### src/rtl/rf_wr_port_arbiter_if.sv
// rtl/rf_wr_port_arbiter_if.sv - request/grant bundle between writeback sources and the write-port arbiter
interface rf_wr_port_arbiter_if #(
  parameter int NREQ = 4
);
  logic [NREQ-1:0] req;
  logic [NREQ-1:0] last;
  logic [NREQ-1:0] gnt;
  logic [1:0]      gnt_code;
  logic            gnt_valid;
  logic            wr_en;
  logic            timeout;

  modport master (
    output req, last,
    input  gnt, gnt_code, gnt_valid, wr_en, timeout
  );

  modport slave (
    input  req, last,
    output gnt, gnt_code, gnt_valid, wr_en, timeout
  );
endinterface

### src/rtl/rf_wr_port_arbiter.sv
// rtl/rf_wr_port_arbiter.sv - round-robin owner arbiter for the single register-file write port
// Optional forced release after MAX_HOLD cycles: define RF_ARB_HOLD_TIMEOUT_EN.
module rf_wr_port_arbiter #(
  parameter int NREQ     = 4,
  parameter int MAX_HOLD = 16
) (
  input  logic                  clk,
  input  logic                  reset_n,
  rf_wr_port_arbiter_if.slave   bus
);

  typedef enum logic {IDLE, BUSY} state_e;

  state_e      state_q, state_d;
  logic [1:0]  ptr_q, ptr_d;
  logic [3:0]  gnt_q, gnt_d;
  logic [1:0]  gnt_code_q, gnt_code_d;
  logic        gnt_valid_q, gnt_valid_d;

  logic [1:0]  owner;
  logic        nat_rel;
  logic        expire;
  logic        release_c;
  logic        new_grant;
  logic [3:0]  cand;
  logic [1:0]  base;
  logic [1:0]  idx;
  logic        found;
  logic [1:0]  win;

  assign owner = gnt_code_q;

  // Owner lets go either by flagging its last beat or by dropping its request.
  assign nat_rel   = (state_q == BUSY) && (!bus.req[owner] || bus.last[owner]);
  assign release_c = nat_rel || expire;

  always_comb begin
    state_d     = state_q;
    ptr_d       = ptr_q;
    gnt_d       = gnt_q;
    gnt_code_d  = gnt_code_q;
    gnt_valid_d = gnt_valid_q;
    new_grant   = 1'b0;
    cand        = 4'b0000;
    base        = ptr_q;
    idx         = 2'd0;
    found       = 1'b0;
    win         = 2'd0;

    if (state_q == IDLE) begin
      cand = bus.req;
    end else if (release_c) begin
      // Releasing owner is excluded from this round and drops to lowest priority.
      base  = owner + 2'd1;
      ptr_d = owner + 2'd1;
      cand  = bus.req & ~(4'b0001 << owner);
    end

    for (int i = 0; i < 4; i++) begin
      idx = base + 2'(i);
      if (!found && cand[idx]) begin
        found = 1'b1;
        win   = idx;
      end
    end

    if (state_q == IDLE || release_c) begin
      if (found) begin
        state_d     = BUSY;
        gnt_d       = 4'b0001 << win;
        gnt_code_d  = win;
        gnt_valid_d = 1'b1;
        new_grant   = 1'b1;
      end else begin
        state_d     = IDLE;
        gnt_d       = 4'b0000;
        gnt_code_d  = 2'd0;
        gnt_valid_d = 1'b0;
      end
    end
  end

  always_ff @(posedge clk or negedge reset_n) begin
    if (!reset_n) begin
      state_q     <= IDLE;
      ptr_q       <= 2'd0;
      gnt_q       <= 4'b0000;
      gnt_code_q  <= 2'd0;
      gnt_valid_q <= 1'b0;
    end else begin
      state_q     <= state_d;
      ptr_q       <= ptr_d;
      gnt_q       <= gnt_d;
      gnt_code_q  <= gnt_code_d;
      gnt_valid_q <= gnt_valid_d;
    end
  end

`ifdef RF_ARB_HOLD_TIMEOUT_EN
  localparam logic [4:0] HOLD_LAST = 5'(MAX_HOLD - 1);

  logic [4:0] hold_cnt_q, hold_cnt_d;
  logic       timeout_q, timeout_d;

  assign expire = (state_q == BUSY) && (hold_cnt_q == HOLD_LAST);

  always_comb begin
    hold_cnt_d = hold_cnt_q;
    if (new_grant || state_d == IDLE) begin
      hold_cnt_d = 5'd0;
    end else if (state_q == BUSY) begin
      hold_cnt_d = hold_cnt_q + 5'd1;
    end
    // Only flag a revocation the owner did not ask for itself.
    timeout_d = expire && !nat_rel;
  end

  always_ff @(posedge clk or negedge reset_n) begin
    if (!reset_n) begin
      hold_cnt_q <= 5'd0;
      timeout_q  <= 1'b0;
    end else begin
      hold_cnt_q <= hold_cnt_d;
      timeout_q  <= timeout_d;
    end
  end

  assign bus.timeout = timeout_q;
`else
  assign expire      = 1'b0;
  assign bus.timeout = 1'b0;
`endif

  assign bus.gnt       = gnt_q;
  assign bus.gnt_code  = gnt_code_q;
  assign bus.gnt_valid = gnt_valid_q;
  assign bus.wr_en     = gnt_valid_q & bus.req[gnt_code_q];

endmodule
### src/flat_wrapper.sv
// flat-port wrapper written by rule: the top's interface ports become plain ports
module rf_wr_port_arbiter_flat 
#(
  parameter int NREQ     = 4,
  parameter int MAX_HOLD = 16
)
  (clk, reset_n, bus_req, bus_last, bus_gnt, bus_gnt_code, bus_gnt_valid, bus_wr_en, bus_timeout);
  rf_wr_port_arbiter_if #(.NREQ(NREQ)) bus_i ();
  input  logic clk;
  input  logic reset_n;
  input wire logic [$bits(bus_i.req)-1:0] bus_req;
  input wire logic [$bits(bus_i.last)-1:0] bus_last;
  output wire logic [$bits(bus_i.gnt)-1:0] bus_gnt;
  output wire logic [$bits(bus_i.gnt_code)-1:0] bus_gnt_code;
  output wire logic [$bits(bus_i.gnt_valid)-1:0] bus_gnt_valid;
  output wire logic [$bits(bus_i.wr_en)-1:0] bus_wr_en;
  output wire logic [$bits(bus_i.timeout)-1:0] bus_timeout;
  assign bus_i.req = bus_req;
  assign bus_i.last = bus_last;
  assign bus_gnt = bus_i.gnt;
  assign bus_gnt_code = bus_i.gnt_code;
  assign bus_gnt_valid = bus_i.gnt_valid;
  assign bus_wr_en = bus_i.wr_en;
  assign bus_timeout = bus_i.timeout;
  rf_wr_port_arbiter #(.NREQ(NREQ), .MAX_HOLD(MAX_HOLD)) u_core (.clk(clk), .reset_n(reset_n), .bus(bus_i));
endmodule
### config.mk
export PLATFORM = sky130hd
export DESIGN_NAME = rf_wr_port_arbiter_flat
export DESIGN_NICKNAME = d
export VERILOG_FILES = /design/src/rtl/rf_wr_port_arbiter_if.sv /design/src/rtl/rf_wr_port_arbiter.sv /design/src/flat_wrapper.sv
export SDC_FILE = /design/constraint.sdc
export NUM_CORES = 1
export LEC_CHECK = 0
export ABC_CLOCK_PERIOD_IN_PS = 2600
export BUFFER_PORTS_ARGS = -buffer_cell sky130_fd_sc_hd__buf_2
export CELL_PAD_IN_SITES_DETAIL_PLACEMENT = 1
export CELL_PAD_IN_SITES_GLOBAL_PLACEMENT = 2
export CORE_MARGIN = 1
export CORE_UTILIZATION = 30
export DETAILED_ROUTE_END_ITERATION = 7
export GPL_TIMING_DRIVEN = 0
export PLACE_DENSITY_LB_ADDON = 0.15
export SKIP_LAST_GASP = 1
export SLEW_MARGIN = 25
export SYNTH_ARGS = -nofsm -noshare
export SYNTH_HDL_FRONTEND = slang
export SYNTH_SLANG_ARGS = --single-unit
### constraint.sdc
create_clock -name clk -period 2.6 [get_ports clk]
set_input_delay 0.26 -clock clk [delete_from_list [all_inputs] [get_ports clk]]
set_output_delay 0.26 -clock clk [all_outputs]
set_load 0.01 [all_outputs]
==> results of run 1 <==
[area by class of cell]
class | instances | area share
Multi-Input combinational cell | 60 | 0.507
Sequential cell | 9 | 0.253
Timing Repair Buffer | 18 | 0.107
Tap cell | 28 | 0.0393
Inverter | 8 | 0.0337
Buffer | 4 | 0.0295
Clock buffer | 3 | 0.0253
Clock inverter | 1 | 0.00562
[how the worst max path moves through the flow]
| stage | slack (ns) | cells past startpoint | endpoint |
|---|---|---|---|
| final | 0.31 | 7 | u_core.bus.gnt[1] |
| after global routing | 0.08 | 7 | u_core.bus.gnt[3] |
| after CTS | 0.29 | 7 | u_core.bus.gnt[1] |
| after detailed placement | 0.30 | 7 | u_core.bus.gnt[1] |
| after global placement | 0.31 | 7 | u_core.bus.gnt[1] |
| after floorplan | 0.43 | 7 | u_core.bus.gnt[1] |
[metal layers]
layer | up-vias | part of all wire | track usage
met1 | 349 | 0.50 | 0.247
met4 | 0 | 0.0021 | 0.0405
li1 | 339 | - | -
met5 | - | 0 | 0
met3 | 2 | 0.033 | 0.0476
met2 | 15 | 0.46 | 0.277
[metrics by stage]
| stage | cell area (sq um) | hold slack [ns] | setup WS, ns | cells |
|---|---|---|---|---|
| CTS | 891 | 0.328 | 0.291 | 131 |
| floorplan | 733 | -0.0356 | 0.428 | 81 |
| global route | 891 | 0.346 | 0.0820 | 131 |
| detailed placement | 853 | 0.125 | 0.299 | 126 |
| finish | 891 | 0.344 | 0.307 | 131 |
| global placement | 853 | 0.122 | 0.309 | 126 |
[worst max-delay path, cell delays in order (launching register included)]
cell	delay [ns]
dfrtp_1	0.40
buf_6	0.16
mux4_2	0.55
nand2b_4	0.21
a22oi_4	0.21
nand3_2	0.10
a211o_1	0.36
a22o_1	0.19
[timing repair]
action                                 CTS  global route
hold buffers                             1             0
endpoints found under the hold margin    9             0
buffers inserted                         0             0
setup endpoints to repair                0             0
[power by group]
group          switching (mW)  internal [mW]  leakage, nW
sequential             0.0613          0.210        0.109
clock                  0.0537         0.0569       0.0177
combinational           0.476          0.351        0.316
[layout by cell type, fill, tap and decap left out, types with 3 or more instances in the layout]
cell,count
o21ai_0,5
nand3_1,4
buf_2,17
ha_1,4
dfrtp_1,9
clkbuf_4,3
inv_1,8
nand2_1,10
[flip-flops by register name, summed over array words and instances, names as in the netlist]
register and flops:
u_core.bus.gnt_code 2, u_core.bus.gnt 4, u_core.bus.gnt_valid 1, u_core.ptr_q 2
[kinds of logic after synthesis]
group	synth area share
AND/OR/NAND/NOR	0.213
AO/OA/AOI/OAI	0.254
buffers and inverters	0.0768
flip-flops	0.307
adder cells (fa/ha/maj)	0.0683
multiplexers	0.0751
other	0.00511
==> flow_summary.toml, run 1 <==
[outcome]
status = "finished, final reports clean"

[global_routing]
antenna_found_initial = 0
gr-usage-all-layers = 0.179
grt_pass1_vias = 686
grt-ovfl-total = 0
grt_pass1_wl_um = 3400
grt_max_degree = 11

[sta]
tns_ns = 0
skew_ns = 0.00199
rsz0062_at_grt = "false"
period_minus_slack_ns = 2.29
slew_headroom = 0.663
timing.fmax_mhz = 436
period_share = 0.882
worstMarginPinSlew_ns = 0.504
maxSlewViolCount = 0
finalHoldViolations = 0
finalSetupViolCount = 0

[floorplan]
io_pins = 19
placementRows = 17
die_y_um = 51.4
core_sq_um = 2250
start_util = 0.325
die-area_sq_um = 2650
die_w_um = 51.4

[routing]
postRouteAntennaNets = 0
wl_um = 1940
drt-pass1-iter-count = 4
drtIter0Drc = 11
routedWlPerCell_um = 14.8
drcViolationCount = 0
via_per_inst = 5.38
vias = 705

[pwr]
p_leak_nw = 0.443
p_per_area_nw_per_um2 = 1360
total_power_mw = 1.21
ir_drop_uv = 519

[critical_path]
critical_path_class = "reg2reg"
critPathCaptureType = "flop"
crit_arrival_ns = 2.45
timing.rr.end = "u_core.bus.gnt[1]"
reg2reg_setup_slack_ns = 0.31
worst-path-max-fanout = 7
setup.worst_path.start = "u_core.bus.gnt_code[0]"
start_kind = "flop"
r2r_cells = 7
r2r-start = "u_core.bus.gnt_code[0]"
required_ns = 2.76

[synthesis]
synthCells = 81
synth_top_area_share = 0.307
seq_area_frac_synth = 0.307
async_flop_share = 1.00
synth_edf_count = 0
avgSynthCellArea_sq_um = 9.05
ys_ff_latch = 9
yosysTopAreaCell = "dfrtp_1"
yosysWarnings = 0
synth.most_common_cell = "nand2_1"
ys_types = 36
syn_area_sq_um = 733
netlist_top_cells_area = "dfrtp_1 (31%), ha_1 (6.8%), mux4_2 (6.1%)"
synth_nets = 95
synth_commonest_cells = "nand2_1 (10), dfrtp_1 (9), inv_1 (8)"
synth_flop_cell = "dfrtp_1"

[placement]
gp_congestion = 0.786
dp_hpwl_um = 1470
numPortBuffers = 17

[cts]
cts_tree = "built"
cts_resized = 0
clk_latency_ns = 0.26
htreeDepth = 1
cts_buffers = 3
clock_path_buffers = 2
cts.sinks = 9
clkTransAtPathRegs_ns = 0.07
cts_root_buf = "clkbuf_4"

[cells_and_area]
multi_input_area_sq_um = 452
syn2layout_area_growth_pct = 21.5
drive_gt1_frac = 0.291
regArea_sq_um = 225
finish.utilization = 0.395
fill_cells = 298
nNetsFinal = 118
antenna_cells = 0

[flow_run]
max_cap_violations = 0

[hold_path]
hold_depth = 2
min_to = "u_core.bus.gnt_valid"
min-delay-start = "bus_req[0]"
hp-class = "in2reg"
Note: power is estimated with default switching activity, not from simulation.
==> run 2, diff against run 1 <==
--- a/config.mk
+++ b/config.mk
@@ -5,7 +5,7 @@
 export SDC_FILE = /design/constraint.sdc
 export NUM_CORES = 1
 export LEC_CHECK = 0
-export ABC_CLOCK_PERIOD_IN_PS = 2600
+export ABC_CLOCK_PERIOD_IN_PS = 2300
 export BUFFER_PORTS_ARGS = -buffer_cell sky130_fd_sc_hd__buf_2
 export CELL_PAD_IN_SITES_DETAIL_PLACEMENT = 1
 export CELL_PAD_IN_SITES_GLOBAL_PLACEMENT = 2
==> constraint.sdc (replaced) <==
create_clock -name clk -period 2.3 [get_ports clk]
set_input_delay 0.23 -clock clk [delete_from_list [all_inputs] [get_ports clk]]
set_output_delay 0.23 -clock clk [all_outputs]
set_load 0.1 [all_outputs]
==> flow_summary.toml, run 2 (synthesis gave the netlist of run 1 again) <==
[routing]
wl_um = 1980
drcViolationCount = 0
postRouteAntennaNets = 0
drtIter0Drc = 20
drt-pass1-iter-count = 4
vias = 708
via_per_inst = 5.17
routedWlPerCell_um = 14.5

[sta]
rsz0062_at_grt = "false"
finalSetupViolCount = 0
skew_ns = 0.00321
maxSlewViolCount = 0
period_share = 0.952
tns_ns = 0
period_minus_slack_ns = 2.19
finalHoldViolations = 0
timing.fmax_mhz = 457

[cts]
cts.sinks = 9
clk_latency_ns = 0.26
clock_path_buffers = 2
cts_tree = "built"
clkTransAtPathRegs_ns = 0.06
cts_buffers = 3
htreeDepth = 1
cts_root_buf = "clkbuf_4"

[critical_path]
start_kind = "flop"
critPathCaptureType = "flop"
critical_path_class = "reg2reg"
crit_arrival_ns = 2.34
required_ns = 2.44
worst-path-max-fanout = 7
r2r_cells = 6

[global_routing]
gr-usage-all-layers = 0.172
grt-ovfl-total = 0
antenna_found_initial = 0
grt_pass1_vias = 711
grt_pass1_wl_um = 3330
grt_max_degree = 11

[cells_and_area]
finish.utilization = 0.427
syn2layout_area_growth_pct = 31.2
final_design_area_no_fill_sq_um = 962
mostFrequentLayoutCell = "buf_2"
nNetsFinal = 124
antenna_cells = 0
instances_no_fill = 137
final_cell_mix = "buf_2 (17), nand2_1 (10), inv_1 (8)"
drive_gt1_frac = 0.376
largest_reg_flops = 4
fill_cells = 304

[outcome]
status = "finished, final reports clean"

[hold_path]
hp-class = "in2reg"
hold_depth = 2

[floorplan]
core_sq_um = 2250
die_y_um = 51.4
die_w_um = 51.4
placementRows = 17
io_pins = 19
start_util = 0.325
die-area_sq_um = 2650

[flow_run]
max_cap_violations = 0

[placement]
gp_congestion = 0.806
dpl-instance-area_sq_um = 865
dp_hpwl_um = 1480
numPortBuffers = 17
place_inst = 126
run 2: layout make-up:
class | instances | area (sq um) | area share
multi-input cells | 60 | 472 | 0.490
flip-flops and latches | 9 | 231 | 0.241
repair buffers | 25 | 153 | 0.159
well taps | 28 | 35.0 | 0.0364
inverters | 8 | 30.0 | 0.0312
clock buffers | 4 | 26.3 | 0.0273
plain buffers | 3 | 15.0 | 0.0156
run 2: per-stage QoR:
| stage | hold slack [ns] | setup slack [ns] |
|---|---|---|
| global placement | 0.0904 | 0.00839 |
| CTS | 0.317 | 0.0485 |
| finish | 0.325 | 0.110 |
| detailed placement | 0.0935 | -0.00776 |
| global route | 0.334 | 0.00907 |
| floorplan | -0.0656 | -0.0873 |
run 2: final timing paths:
path                                     endpoint                    from  slack [ns]
setup / recovery                u_core.bus.gnt[1]  u_core.bus.gnt_code[0]        0.11
hold / removal               u_core.bus.gnt_valid              bus_req[0]        0.33
setup reg to reg                u_core.bus.gnt[1]  u_core.bus.gnt_code[0]        0.11
hold reg to reg                 u_core.bus.gnt[2]       u_core.bus.gnt[2]        0.48
max in group asynchronous  u_core.bus.gnt_code[0]                 reset_n        1.75
min in group asynchronous    u_core.bus.gnt_valid                 reset_n        0.35
run 2: repair_timing:
action                                 in CTS  in global routing
gates resized for setup                     1                  2
setup endpoints to repair                   1                  4
setup buffers                               3                  4
hold buffers                                1                  0
pin swaps                                   2                  2
endpoints found under the hold margin       9                  0
run 2: layer usage:
metal  wire, um  GRT usage  vias to the layer above
li1           -          -                      349
met4          0     0.0135                        0
met1        966      0.223                      347
met2        950      0.294                       12
met5          0          0                        -
met3         65     0.0446                        0
run 2: critical path, cell delays in order, from the launching register on:
cell and delay, ns:
dfrtp_4 0.46, mux4_2 0.56, nand2b_4 0.21, a22oi_4 0.22
nand3_2 0.11, a211o_1 0.32, a22o_1 0.19
Power of run 2 is not shown: default switching activity piles up to over one toggle a cycle in this logic, so the estimate is an artifact.
